==> src/rtl/shiftreg_driver_if.sv <==
// ---------------------------------------------------------------------------
// shiftreg_driver_if
// Load handshake between the config/register block and shiftreg_driver.
//   load_valid  producer -> driver   tune word available
//   load_ready  driver -> producer   driver idle, word will be taken this edge
//   load_data   producer -> driver   N-bit tune word, bit N-1 shifted first
// Modports: master = config/register side, slave = shiftreg_driver.
// ---------------------------------------------------------------------------
interface shiftreg_driver_if #(
    parameter int N = 59
);
    logic         load_valid;
    logic         load_ready;
    logic [N-1:0] load_data;

    modport master (
        output load_valid,
        output load_data,
        input  load_ready
    );

    modport slave (
        input  load_valid,
        input  load_data,
        output load_ready
    );
endinterface

==> src/rtl/shiftreg_driver.sv <==
// ---------------------------------------------------------------------------
// shiftreg_driver
// Serial master for the tunable cap array shift chain. Takes an N-bit tune
// word over the load handshake, shifts it MSB-first on sclk/sdin and then
// pulses latch once so the chain updates all tune outputs together.
//
// Ports:
//   clk       system clock, rising edge
//   rst       synchronous active-high reset
//   load      shiftreg_driver_if.slave (load_valid/load_ready/load_data)
//   sclk      serial clock to chain (chain shifts on rise)
//   sdin      serial data to chain
//   latch     latch strobe (chain captures on rise)
//   sr_out    chain serial output (chain MSB)
//   busy      high from accept until done
//   done      one-cycle pulse on return to IDLE
//   rb_data   previous chain contents (readback build only, else 0)
//   rb_valid  one-cycle pulse with done (readback build only, else 0)
//
// Build option: define CHAIN_READBACK_EN to capture the old chain contents
// from sr_out while the new word is shifted in (needs CLKDIV >= 2).
//
// state       | meaning
// IDLE        | waiting for a word, load_ready=1
// SHIFT_LO    | sclk low, sdin presents current bit
// SHIFT_HI    | sclk high, chain shifts on the rise
// LATCH_SETUP | sclk low, settle before latch
// LATCH_HI    | latch high, chain captures
// LATCH_LO    | latch low hold, then IDLE with done
// ---------------------------------------------------------------------------
module shiftreg_driver #(
    parameter int N      = 59,
    parameter int CLKDIV = 2
) (
    input  logic                 clk,
    input  logic                 rst,
    shiftreg_driver_if.slave     load,
    output logic                 sclk,
    output logic                 sdin,
    output logic                 latch,
    input  logic                 sr_out,
    output logic                 busy,
    output logic                 done,
    output logic [N-1:0]         rb_data,
    output logic                 rb_valid
);
    localparam logic [2:0] IDLE        = 3'd0;
    localparam logic [2:0] SHIFT_LO    = 3'd1;
    localparam logic [2:0] SHIFT_HI    = 3'd2;
    localparam logic [2:0] LATCH_SETUP = 3'd3;
    localparam logic [2:0] LATCH_HI    = 3'd4;
    localparam logic [2:0] LATCH_LO    = 3'd5;

    localparam int PW = (CLKDIV > 1) ? $clog2(CLKDIV) : 1;
    localparam int BW = (N > 1) ? $clog2(N) : 1;
    localparam logic [PW-1:0] PHASE_LOAD = PW'(CLKDIV - 1);
    localparam logic [BW-1:0] BIT_LAST   = BW'(N - 1);

    logic [2:0]    state;
    logic [PW-1:0] phase_cnt;
    logic [BW-1:0] bit_cnt;
    logic [N-1:0]  shadow;
    logic          phase_tc;
    logic          accept;

    assign phase_tc        = (phase_cnt == '0);
    assign load.load_ready = (state == IDLE);
    assign busy            = (state != IDLE);
    assign accept          = load.load_valid && load.load_ready;

    // sclk/sdin/latch are flops updated together with state, so they are
    // glitch-free and always match the state they belong to.
    // The shadow shifts left once per bit, so sdin always comes from its MSB.
    always_ff @(posedge clk) begin
        if (rst) begin
            state     <= IDLE;
            phase_cnt <= '0;
            bit_cnt   <= '0;
            shadow    <= '0;
            sclk      <= 1'b0;
            sdin      <= 1'b0;
            latch     <= 1'b0;
            done      <= 1'b0;
        end else begin
            done <= 1'b0;
            if (state != IDLE && !phase_tc)
                phase_cnt <= phase_cnt - 1'b1;
            case (state)
                IDLE: begin
                    if (accept) begin
                        shadow    <= load.load_data;
                        sdin      <= load.load_data[N-1];
                        bit_cnt   <= '0;
                        phase_cnt <= PHASE_LOAD;
                        state     <= SHIFT_LO;
                    end
                end
                SHIFT_LO: begin
                    if (phase_tc) begin
                        sclk      <= 1'b1;
                        phase_cnt <= PHASE_LOAD;
                        state     <= SHIFT_HI;
                    end
                end
                SHIFT_HI: begin
                    if (phase_tc) begin
                        sclk      <= 1'b0;
                        phase_cnt <= PHASE_LOAD;
                        if (bit_cnt == BIT_LAST) begin
                            state <= LATCH_SETUP;
                        end else begin
                            bit_cnt <= bit_cnt + 1'b1;
                            shadow  <= {shadow[N-2:0], 1'b0};
                            sdin    <= shadow[N-2];
                            state   <= SHIFT_LO;
                        end
                    end
                end
                LATCH_SETUP: begin
                    if (phase_tc) begin
                        latch     <= 1'b1;
                        phase_cnt <= PHASE_LOAD;
                        state     <= LATCH_HI;
                    end
                end
                LATCH_HI: begin
                    if (phase_tc) begin
                        latch     <= 1'b0;
                        phase_cnt <= PHASE_LOAD;
                        state     <= LATCH_LO;
                    end
                end
                LATCH_LO: begin
                    if (phase_tc) begin
                        sdin  <= 1'b0;
                        done  <= 1'b1;
                        state <= IDLE;
                    end
                end
                default: state <= IDLE;
            endcase
        end
    end

`ifdef CHAIN_READBACK_EN
    logic [N-1:0] rb_shift;

    // sr_out is sampled just before each sclk rise, so after N bits rb_shift
    // holds the chain contents from before this load, MSB first.
    always_ff @(posedge clk) begin
        if (rst) begin
            rb_shift <= '0;
            rb_data  <= '0;
            rb_valid <= 1'b0;
        end else begin
            rb_valid <= 1'b0;
            if (state == SHIFT_LO && phase_tc)
                rb_shift <= {rb_shift[N-2:0], sr_out};
            if (state == LATCH_LO && phase_tc) begin
                rb_data  <= rb_shift;
                rb_valid <= 1'b1;
            end
        end
    end
`else
    logic sr_out_unused;

    assign sr_out_unused = sr_out;
    assign rb_data       = '0;
    assign rb_valid      = 1'b0;
`endif

endmodule

==> src/flat_wrapper.sv <==
// flat-port wrapper written by rule: the top's interface ports become plain ports
module shiftreg_driver_flat 
#(
    parameter int N      = 59,
    parameter int CLKDIV = 2
)
  (clk, rst, sclk, sdin, latch, sr_out, busy, done, rb_data, rb_valid, load_load_valid, load_load_data, load_load_ready);
  shiftreg_driver_if #(.N(N)) load_i ();
  input  logic clk;
  input  logic rst;
  output logic sclk;
  output logic sdin;
  output logic latch;
  input  logic sr_out;
  output logic busy;
  output logic done;
  output logic [N-1:0] rb_data;
  output logic rb_valid;
  input wire logic [$bits(load_i.load_valid)-1:0] load_load_valid;
  input wire logic [$bits(load_i.load_data)-1:0] load_load_data;
  output wire logic [$bits(load_i.load_ready)-1:0] load_load_ready;
  assign load_i.load_valid = load_load_valid;
  assign load_i.load_data = load_load_data;
  assign load_load_ready = load_i.load_ready;
  shiftreg_driver #(.N(N), .CLKDIV(CLKDIV)) u_core (.clk(clk), .rst(rst), .load(load_i), .sclk(sclk), .sdin(sdin), .latch(latch), .sr_out(sr_out), .busy(busy), .done(done), .rb_data(rb_data), .rb_valid(rb_valid));
endmodule
==> config.mk <==
export PLATFORM = sky130hd
export DESIGN_NAME = shiftreg_driver_flat
export DESIGN_NICKNAME = d
export VERILOG_FILES = /design/src/rtl/shiftreg_driver_if.sv /design/src/rtl/shiftreg_driver.sv /design/src/flat_wrapper.sv
export SDC_FILE = /design/constraint.sdc
export NUM_CORES = 1
export LEC_CHECK = 0
export CORE_AREA = 5 5 110 133
export CTS_BUF_LIST = sky130_fd_sc_hd__clkbuf_8
export CTS_CLUSTER_DIAMETER = 150
export DETAILED_ROUTE_END_ITERATION = 12
export DIE_AREA = 0 0 115 138
export PLACE_DENSITY = 0.62
export SLEW_MARGIN = 20
export SYNTH_ARGS = -nofsm -noshare
export SYNTH_HDL_FRONTEND = slang
export SYNTH_SLANG_ARGS = --single-unit
==> constraint.sdc <==
create_clock -name clk -period 4.05 [get_ports clk]
set_clock_uncertainty 0.05 [all_clocks]
set_input_delay 1.0125 -clock clk [delete_from_list [all_inputs] [get_ports clk]]
set_output_delay 1.0125 -clock clk [all_outputs]
set_load 0.02 [all_outputs]
==> reports/qor.csv, run 1 <==
metric;value;unit
TNS Setup;0;ns
final hold violations;0;
CTS HTree Levels;3;
leakage;1.71;nW
Final Cycle Share;0.726;
Worst Path Max Fanout;16;
Starting Density;0.293;
HP Class;reg2reg;
Clock Latency Late Sink;0.36;ns
initial antenna violation count;0;
1st-iter DRT viols;196;
port buffer count;67;
Num CTS Buffers;9;
HPWL after DPL;6160;um
Routed WL per cell;13.5;um
Syn-to-layout area delta;16.4;%
Int Pwr;0.00137;W
pwr/cell area;460;mW/mm2
non-filler cells, final;696;
top-level port count;129;
RSZ-0062 raised after global routing;no;
Post-CTS Setup Inserts;0;
yosys synthesis warning count;0;
DIE HEIGHT;138;um
syn_area_per_cell;7.97;um2
setup violators final;0;
critical path class;reg2out;
Post-synth EDFFs;0;
# diodes;0;
main combinational cell family by area after synthesis;simple AND/OR/NAND/NOR gates;
Max-Cap Viols;0;
share of cells above drive strength 1;0.0587;
CTS root buffer;clkbuf_8;
total power;0.00206;W
flops & latches, synth;72;
number of fill cells;1410;
status;complete, no violations;
top-area cell type share of the netlist area;0.374;
Die X;115;um
clock power share;0.282;
fmax;340;MHz
area leader, netlist;dfxtp_1;
clk slew on worst S/H paths;0.08;ns
vias in the first global route;3273;
Routability Congestion;0.768;
Worst setup SP type;flip-flop;
drc violations;0;
XOR/XNOR Fraction of Synth Area;0;
CTS tree;done;
sequential power share;0.438;
Compound-Gate Fraction of Synth Area;0.180;
Post-CTS Resized;0;
Synth Area in Simple Gates;0.240;
Required @ worst endpoint;2.99;ns
clock sinks;72;
worst vdd ir;0.000145;V
switching share of power;0.334;
post-synthesis sequential area ratio;0.374;
vias;3389;
# rows;46;
min cycle time layout;2.94;ns
Synth Area in Adders;0.00650;
Final #Nets;588;
largest net degree at the start of global routing;64;
first-pass GRT wire length;15300;um
count of different cell masters after synthesis;34;
Gate power share;0.280;
top_reg_cell synth;dfxtp_1;
Placed Instances;680;
Die Area;0.0159;mm2
WP data arrival;1.88;ns
Synth Cell Area;0.00385;mm2
grt total ovfl;0;
crit path capture type;output port;
via/cell ratio;4.87;
area of the core;0.0131;mm2
Synth async-reset ratio;0;
mux contribution to synthesized area;0.00292;
Synth area leaders;dfxtp_1 37%, a311oi_1 14%, buf_4 12%, nand2_1 12%, nor3_1 8.3%;
GRT Total Usage;0.116;
ANT nets after route;0;
drt first pass iters;5;
overall routed net length;9390;um
Rel. slew slack;0.394;
Mapped Cells;483;
clock buffer depth;2;
hold_buf cts;0;
actual slew at the worst max-slew pin;0.909;ns
Slew Viols, Final;0;
switching pwr;0.000690;W
[Yosys cell counts (3+ instances only)]
master and number:
nor3_1 64, nand2_1 118, nor2b_1 3, nor2_1 12, a21oi_1 9, buf_2 5
inv_1 6, a311oi_1 61, clkbuf_1 26, o21ai_0 6, nand3_1 5, buf_6 14
dfxtp_1 72, buf_4 60
[critical path, stage by stage (launching register included)]
cell             delay [ns]
dfxtp_1                0.48
nor3_1                 0.36
clkdlybuf4s50_1        0.68
[cell type report]
type	instances	area, um2	share of cell area
Timing Repair Buffer	75	726	0.162
Inverter	6	22.5	0.00502
Clock buffer	11	151	0.0338
Sequential cell	72	1440	0.322
Tap cell	168	210	0.0469
Multi-Input combinational cell	359	1880	0.420
Clock inverter	5	47.5	0.0106
[kinds of logic after synthesis]
logic type               count (synthesis)
AO/OA/AOI/OAI                           85
adder cells (fa/ha/maj)                  2
buffers and inverters                  111
flip-flops                              72
multiplexers                             1
other                                    1
AND/OR/NAND/NOR                        211
[path summary, 6_finish.rpt]
kind / start / endpoint / slack [ns] / cells after the start
setup / recovery: u_core.state[2]$_SDFFE_PP0P_ / load_load_ready / 1.11 / 2
hold / removal: u_core.shadow[43]$_SDFFE_PP0P_ / u_core.shadow[44]$_SDFFE_PP0P_ / 0.42 / 2
hold reg to reg: u_core.shadow[43]$_SDFFE_PP0P_ / u_core.shadow[44]$_SDFFE_PP0P_ / 0.42 / 2
setup reg to reg: u_core.state[2]$_SDFFE_PP0P_ / u_core.shadow[51]$_SDFFE_PP0P_ / 1.62 / 5
[layer usage]
| metal | wire [um] | GRT usage |
|---|---|---|
| met1 | 4040 | 0.135 |
| met2 | 4510 | 0.200 |
| met3 | 729 | 0.0415 |
| met4 | 121 | 0.0321 |
| met5 | 0 | 0 |
[stage by stage]
step / utilization / hold WS, ns / setup slack, ns / area, um2
after global placement: 0.326 / 0.408 / 1.19 / 4280
after floorplan: - / 0.392 / 1.72 / 4070
after CTS: 0.342 / 0.427 / 1.10 / 4480
after global routing: 0.342 / 0.455 / 1.05 / 4480
after detailed placement: 0.326 / 0.425 / 1.14 / 4280
final: 0.342 / 0.418 / 1.11 / 4480
[sequential cells by signal (all words and copies together) (netlist names)]
name / count
u_core.bit_cnt: 6
u_core.sdin: 1
u_core.state: 3
u_core.done: 1
u_core.latch: 1
u_core.phase_cnt: 1
u_core.sclk: 1
u_core.shadow: 58
[cell usage in the layout (no fill, tap or decap), types with 2 or more instances in the layout]
cell,netlist,final
nand2_1,118,118
dfxtp_1,72,72
clkdlybuf4s50_1,0,66
nor3_1,64,63
a311oi_1,61,61
conb_1,1,60
nor2_1,12,12
clkbuf_8,0,11
a21oi_1,9,9
inv_1,6,8
buf_4,60,8
o21ai_0,6,6
nand3_1,5,5
nor2b_1,3,3
nand2b_1,2,2
ha_1,2,2
clkinv_2,0,2
[power groups by stage]
| stage | combinational (W) | sequential, W | clock, W |
|---|---|---|---|
| global route | 0.000644 | 0.000921 | 0.000631 |
| finish | 0.000579 | 0.000904 | 0.000581 |
| detailed placement | 0.000582 | 0.000919 | 0 |
| CTS | 0.000584 | 0.000904 | 0.000601 |
| global placement | 0.000569 | 0.000914 | 0 |
| floorplan | 0.000515 | 0.000897 | 0 |
Power figures use the tool's default switching activity.
==> run 2: changes to the inputs <==
==> constraint.sdc (replaced) <==
create_clock -name clk -period 2.8 [get_ports clk]
set_clock_uncertainty 0.05 [all_clocks]
set_input_delay 0.7 -clock clk [delete_from_list [all_inputs] [get_ports clk]]
set_output_delay 0.7 -clock clk [all_outputs]
set_load 0.02 [all_outputs]
==> run 2 against run 1 <==
Non-clock buffer count grew 5. Cell area rose by 1.6%. Worst hold slack better by 0.0098 ns. Critical endpoint unchanged. Highest routed layer unchanged. Critical path depth unchanged. Via count grew 0.97%. Combinational power increased by 50%. Sequential power rose by 45%. Utilization up 0.53 points.
==> reports/qor.csv, run 2 (synthesis results as in run 1) <==
metric;value;unit;change
hold path startpoint;u_core.shadow[11]$_SDFFE_PP0P_;;was u_core.shadow[43]$_SDFFE_PP0P_
Syn-to-layout area delta;18.2;%;was 16.4%
worst vdd ir;0.000206;V;was 0.000145 V
HP Class;reg2reg;;unchanged
Hold Path End;u_core.shadow[12]$_SDFFE_PP0P_;;was u_core.shadow[44]$_SDFFE_PP0P_
min cycle time layout;2.65;ns;
overall routed net length;9580;um;was 9390 um
R2R setup slack;0.51;ns;was 1.62 ns
clock sinks;72;;unchanged
Slew Viols, Final;0;;unchanged
Seq. cell area;0.00144;mm2;unchanged
final hold violations;0;;unchanged
first-pass GRT wire length;15600;um;was 15,300 um
Worst Path Max Fanout;16;;unchanged
Hold Path Depth;2;;unchanged
Rel. slew slack;0.510;;was 0.394
R2R cell count;5;;unchanged
Routability Congestion;0.823;;was 0.768
pwr/cell area;678;mW/mm2;was 460 mW/mm2
largest net degree at the start of global routing;46;;was 64
area of the core;0.0131;mm2;unchanged
GRT Total Usage;0.118;;was 0.116
ANT nets after route;0;;unchanged
Biggest register;u_core.shadow;;unchanged
RR Endpoint;u_core.shadow[47]$_SDFFE_PP0P_;;was u_core.shadow[51]$_SDFFE_PP0P_
Die Area;0.0159;mm2;unchanged
leakage;1.74;nW;was 1.71 nW
grt total ovfl;0;;unchanged
actual slew at the worst max-slew pin;0.736;ns;was 0.909 ns
Required @ worst endpoint;2.05;ns;was 2.99 ns
clk slew on worst S/H paths;0.08;ns;about the same
critical path class;reg2out;;unchanged
Critical R2R Launch;u_core.state[2]$_SDFFE_PP0P_;;unchanged
HPWL after DPL;6490;um;was 6160 um
Finished Core Util;0.347;;was 0.342
Clock Latency Late Sink;0.35;ns;was 0.36 ns
CTS root buffer;clkbuf_8;;unchanged
area of the multi-input gates;0.00188;mm2;unchanged
vias in the first global route;3317;;was 3,273
Num CTS Buffers;9;;unchanged
drc violations;0;;unchanged
Largest regs;u_core.shadow: 58 flops, u_core.bit_cnt: 6 flops, u_core.state: 3 flops;;unchanged
drt first pass iters;4;;was 5
TNS Setup;0;ns;unchanged
Die X;115;um;unchanged
most common cell after layout, fill and taps aside;nand2_1;;unchanged
port buffer count;67;;unchanged
1st-iter DRT viols;174;;was 196
commonest non-fill, non-tap cells in the layout;118 x nand2_1, 72 x dfxtp_1, 66 x clkdlybuf4s50_1;;unchanged
via/cell ratio;4.89;;was 4.87
vias;3422;;was 3,389
top-level port count;129;;unchanged
Final Cycle Share;0.946;;
# diodes;0;;unchanged
Starting Density;0.293;;unchanged
RSZ-0062 raised after global routing;no;;unchanged
Post-CTS Setup Inserts;0;;unchanged
DIE HEIGHT;138;um;unchanged
setup violators final;0;;unchanged
crit path capture type;output port;;unchanged
Routed WL per cell;13.7;um;was 13.5 um
initial antenna violation count;0;;unchanged
# rows;46;;unchanged
hold_buf cts;0;;unchanged
Largest register FFs;58;;unchanged
CTS tree;done;;unchanged
fmax;377;MHz;
WP data arrival;1.90;ns;was 1.88 ns
Max-Cap Viols;0;;unchanged
share of cells above drive strength 1;0.0695;;was 0.0587
number of fill cells;1413;;was 1,410
Final #Nets;593;;was 588
hold slack;0.427;ns;was 0.418 ns
Post-CTS Resized;0;;unchanged
CTS HTree Levels;3;;unchanged
Worst setup SP type;flip-flop;;unchanged
status;complete, no violations;;unchanged
clock buffer depth;2;;unchanged
==> run 2: cell types whose count changed in the layout (fill, tap and decap cells not counted), sizes merged <==
| cell | delta |
|---|---|
| buf | +5 |
| bufinv | +1 |
| clkbuf | -1 |
| clkinvlp | +1 |
| inv | -2 |
==> run 2: layer usage <==
layer,up-vias,share of wire,GRT usage,wire length [um]
met5,-,0,0,0
met4,0,0.017,0.0445,165
met3,19,0.070,0.0327,671
met2,139,0.47,0.193,4550
met1,1589,0.44,0.146,4200
li1,1675,-,-,-
==> run 2: worst max path at each step <==
stage               slack, ns                             end  cells after the start                          from
global route             0.05                 load_load_ready                      2  u_core.state[2]$_SDFFE_PP0P_
detailed placement       0.31  u_core.bit_cnt[5]$_SDFFE_PP0P_                      5               load_load_valid
global placement         0.36   u_core.shadow[0]$_SDFFE_PP0P_                      5               load_load_valid
CTS                      0.11                 load_load_ready                      2  u_core.state[2]$_SDFFE_PP0P_
floorplan                0.67  u_core.shadow[10]$_SDFFE_PP0P_                      7  u_core.state[1]$_SDFFE_PP0P_
finish                   0.15                 load_load_ready                      2  u_core.state[2]$_SDFFE_PP0P_
==> run 2: cell type report <==
| class | instances | share of cell area |
|---|---|---|
| multi-input combinational | 359 | 0.414 |
| tap | 168 | 0.0462 |
| sequential | 72 | 0.317 |
| clock inverter | 5 | 0.0179 |
| inverter | 6 | 0.00495 |
| timing repair buffer | 80 | 0.170 |
| clock buffer | 10 | 0.0302 |
==> run 2: through the flow <==
step	setup WS, ns	instance area [um2]	power, W	instances
after floorplan	0.669	4070	0.00204	542
after global placement	0.364	4330	0.00217	685
after detailed placement	0.313	4330	0.00220	685
after CTS	0.107	4550	0.00311	700
after global routing	0.0477	4550	0.00327	700
final	0.150	4550	0.00309	700
==> run 2: power by group <==
part           switching [W]  leakage [nW]  total, W  internal, W
clock               0.000390         0.108  0.000911     0.000521
combinational       0.000512          1.04  0.000868     0.000355
sequential          0.000109         0.595   0.00131      0.00120
==> run 2: worst max-delay path, stage by stage (launching register included) <==
cell             delay, ns
dfxtp_1               0.47
nor3_1                0.39
clkdlybuf4s50_1       0.69
==> run 3: changes to the inputs <==
--- a/config.mk
+++ b/config.mk
@@ -10,8 +10,9 @@
 export CTS_CLUSTER_DIAMETER = 150
 export DETAILED_ROUTE_END_ITERATION = 12
 export DIE_AREA = 0 0 115 138
-export PLACE_DENSITY = 0.62
+export PLACE_DENSITY = 0.53
 export SLEW_MARGIN = 20
 export SYNTH_ARGS = -nofsm -noshare
 export SYNTH_HDL_FRONTEND = slang
 export SYNTH_SLANG_ARGS = --single-unit
+export TNS_END_PERCENT = 10
==> run 3 against run 2 <==
Worst hold slack gained 0.0030 ns. Sequential share of layout area increased by 0.25 points. Utilization is 0.28 points lower. Non-clock buffer count is 5 lower. Global-route usage increased by 0.20 points. Worst setup slack better by 0.018 ns. Maximum frequency increased by 0.69%. Die area did not move. Sequential power about the same. Via count down 0.38%. Critical path type unchanged. Largest cell class unchanged.
==> reports/qor.csv, run 3 (synthesis results as in run 1) <==
metric;value;unit;change
via/cell ratio;4.90;;was 4.89
hold_buf cts;0;;unchanged
1st-iter DRT viols;145;;was 174
Clock Latency Late Sink;0.34;ns;was 0.35 ns
worst vdd ir;0.000231;V;was 0.000206 V
HP Class;reg2reg;;unchanged
most common cell after layout, fill and taps aside;nand2_1;;unchanged
R2R setup slack;0.51;ns;about the same
Rel. slew slack;0.538;;was 0.510
Worst setup SP type;flip-flop;;unchanged
WP data arrival;1.88;ns;was 1.90 ns
Worst Setup SP;u_core.state[2]$_SDFFE_PP0P_;;unchanged
initial antenna violation count;0;;unchanged
Worst Path Max Fanout;16;;unchanged
RSZ-0062 raised after global routing;no;;unchanged
Critical R2R Launch;u_core.state[2]$_SDFFE_PP0P_;;unchanged
Final #Nets;588;;was 593
Post-CTS Resized;0;;unchanged
actual slew at the worst max-slew pin;0.693;ns;was 0.736 ns
CTS HTree Levels;3;;unchanged
TNS Setup;0;ns;unchanged
ANT nets after route;0;;unchanged
CP Cell Sequence;nor3_1, clkdlybuf4s50_1;;unchanged
share of cells above drive strength 1;0.0625;;was 0.0695
crit path capture type;output port;;unchanged
Critical-path top delay cell;clkdlybuf4s50_1;;unchanged
top-level port count;129;;unchanged
RR Endpoint;u_core.bit_cnt[5]$_SDFFE_PP0P_;;was u_core.shadow[47]$_SDFFE_PP0P_
Required @ worst endpoint;2.05;ns;about the same
Routability Congestion;0.694;;was 0.823
Die X;115;um;unchanged
CP Depth;2;;unchanged
final hold violations;0;;unchanged
drt first pass iters;4;;unchanged
Final Cycle Share;0.940;;was 0.946
DIE HEIGHT;138;um;unchanged
GRT met1 Usage;0.152;;was 0.146
CTS root buffer;clkbuf_8;;unchanged
Placed Instances;680;;was 685
hold slack;0.430;ns;was 0.427 ns
status;complete, no violations;;unchanged
met2 usage;0.199;;was 0.193
port buffer count;67;;unchanged
slowest stage delay, CP;0.69;ns;about the same
Starting Density;0.293;;unchanged
leakage;1.71;nW;was 1.74 nW
clock sinks;72;;unchanged
Slew Viols, Final;0;;unchanged
Syn-to-layout area delta;17.3;%;was 18.2%
drc violations;0;;unchanged
gr busiest metal;met2;;unchanged
clk slew on worst S/H paths;0.08;ns;about the same
clock buffer depth;2;;unchanged
pwr/cell area;650;mW/mm2;was 678 mW/mm2
Num CTS Buffers;9;;unchanged
met3 Usage GRT;0.0319;;was 0.0327
area of the core;0.0131;mm2;unchanged
Routed WL per cell;13.7;um;about the same
Max-Cap Viols;0;;unchanged
setup violators final;0;;unchanged
overall routed net length;9550;um;was 9580 um
Biggest register;u_core.shadow;;unchanged
grt total ovfl;0;;unchanged
crit path capture;load_load_ready;;unchanged
# diodes;0;;unchanged
# rows;46;;unchanged
Die Area;0.0159;mm2;unchanged
fmax;380;MHz;was 377 MHz
Worst Path Buf+Inv;1;;unchanged
CTS tree;done;;unchanged
largest net degree at the start of global routing;73;;was 46
GRT Total Usage;0.120;;was 0.118
Largest regs;u_core.shadow: 58 flops, u_core.bit_cnt: 6 flops, u_core.state: 3 flops;;unchanged
vias in the first global route;3391;;was 3,317
HPWL after DPL;6110;um;was 6490 um
non-filler cells, final;696;;was 700
Largest register FFs;58;;unchanged
commonest non-fill, non-tap cells in the layout;118 x nand2_1, 72 x dfxtp_1, 66 x clkdlybuf4s50_1;;unchanged
first-pass GRT wire length;16000;um;was 15,600 um
Post-CTS Setup Inserts;0;;unchanged
CP delay by family, top;buffers and inverters;;unchanged
vias;3409;;was 3,422
min cycle time layout;2.63;ns;was 2.65 ns
R2R cell count;5;;unchanged
critical path class;reg2out;;unchanged
==> run 3: cell types whose count changed in the layout (fill, tap and decap cells not counted) <==
cell,change
clkinv_2,+2
bufinv_16,-2
buf_12,+3
clkbuf_8,+1
buf_4,-8
==> run 3: through the flow <==
step / power, W / util / worst slack, ns / area, um2
2_1_floorplan: 0.00204 / - / 0.669 / 4070
3_3_place_gp: 0.00218 / 0.330 / 0.301 / 4330
3_5_place_dp: 0.00220 / 0.330 / 0.240 / 4330
4_1_cts: 0.00298 / 0.344 / 0.159 / 4520
5_1_grt: 0.00314 / 0.344 / 0.111 / 4520
6_report: 0.00293 / 0.344 / 0.168 / 4520
==> run 3: layer usage <==
metal | vias up | share of wire
met5 | - | 0
met4 | 0 | 0.012
met3 | 10 | 0.064
met2 | 127 | 0.48
met1 | 1600 | 0.44
li1 | 1672 | -
==> run 3: power by group <==
group	total, W	internal (W)	switching [W]
combinational	0.000867	0.000354	0.000513
clock	0.000759	0.000367	0.000392
sequential	0.00131	0.00120	0.000108
total	0.00293	0.00192	0.00101
==> run 3: layout make-up <==
| class | count | area [um2] |
|---|---|---|
| fill | 1418 | 8610 |
| multi-input combinational | 359 | 1880 |
| sequential | 72 | 1440 |
| timing repair buffer | 75 | 776 |
| tap | 168 | 210 |
| clock buffer | 11 | 151 |
| clock inverter | 5 | 31.3 |
| inverter | 6 | 22.5 |
==> run 3: how the worst min path moves through the flow <==
stage,startpoint,end,slack (ns),cells past startpoint
after floorplan,u_core.bit_cnt[5]$_SDFFE_PP0P_,u_core.bit_cnt[5]$_SDFFE_PP0P_,0.39,1
after global placement,u_core.bit_cnt[5]$_SDFFE_PP0P_,u_core.bit_cnt[5]$_SDFFE_PP0P_,0.41,1
after detailed placement,u_core.shadow[56]$_SDFFE_PP0P_,u_core.shadow[57]$_SDFFE_PP0P_,0.43,2
after CTS,u_core.shadow[19]$_SDFFE_PP0P_,u_core.shadow[20]$_SDFFE_PP0P_,0.43,2
after global routing,u_core.shadow[19]$_SDFFE_PP0P_,u_core.shadow[20]$_SDFFE_PP0P_,0.45,2
final,u_core.shadow[53]$_SDFFE_PP0P_,u_core.shadow[54]$_SDFFE_PP0P_,0.43,2
==> run 3: tightest hold or removal path, cell delays in order, from the launching register on <==
cell	delay, ns
dfxtp_1	0.31
nand2_1	0.05
a311oi_1	0.08
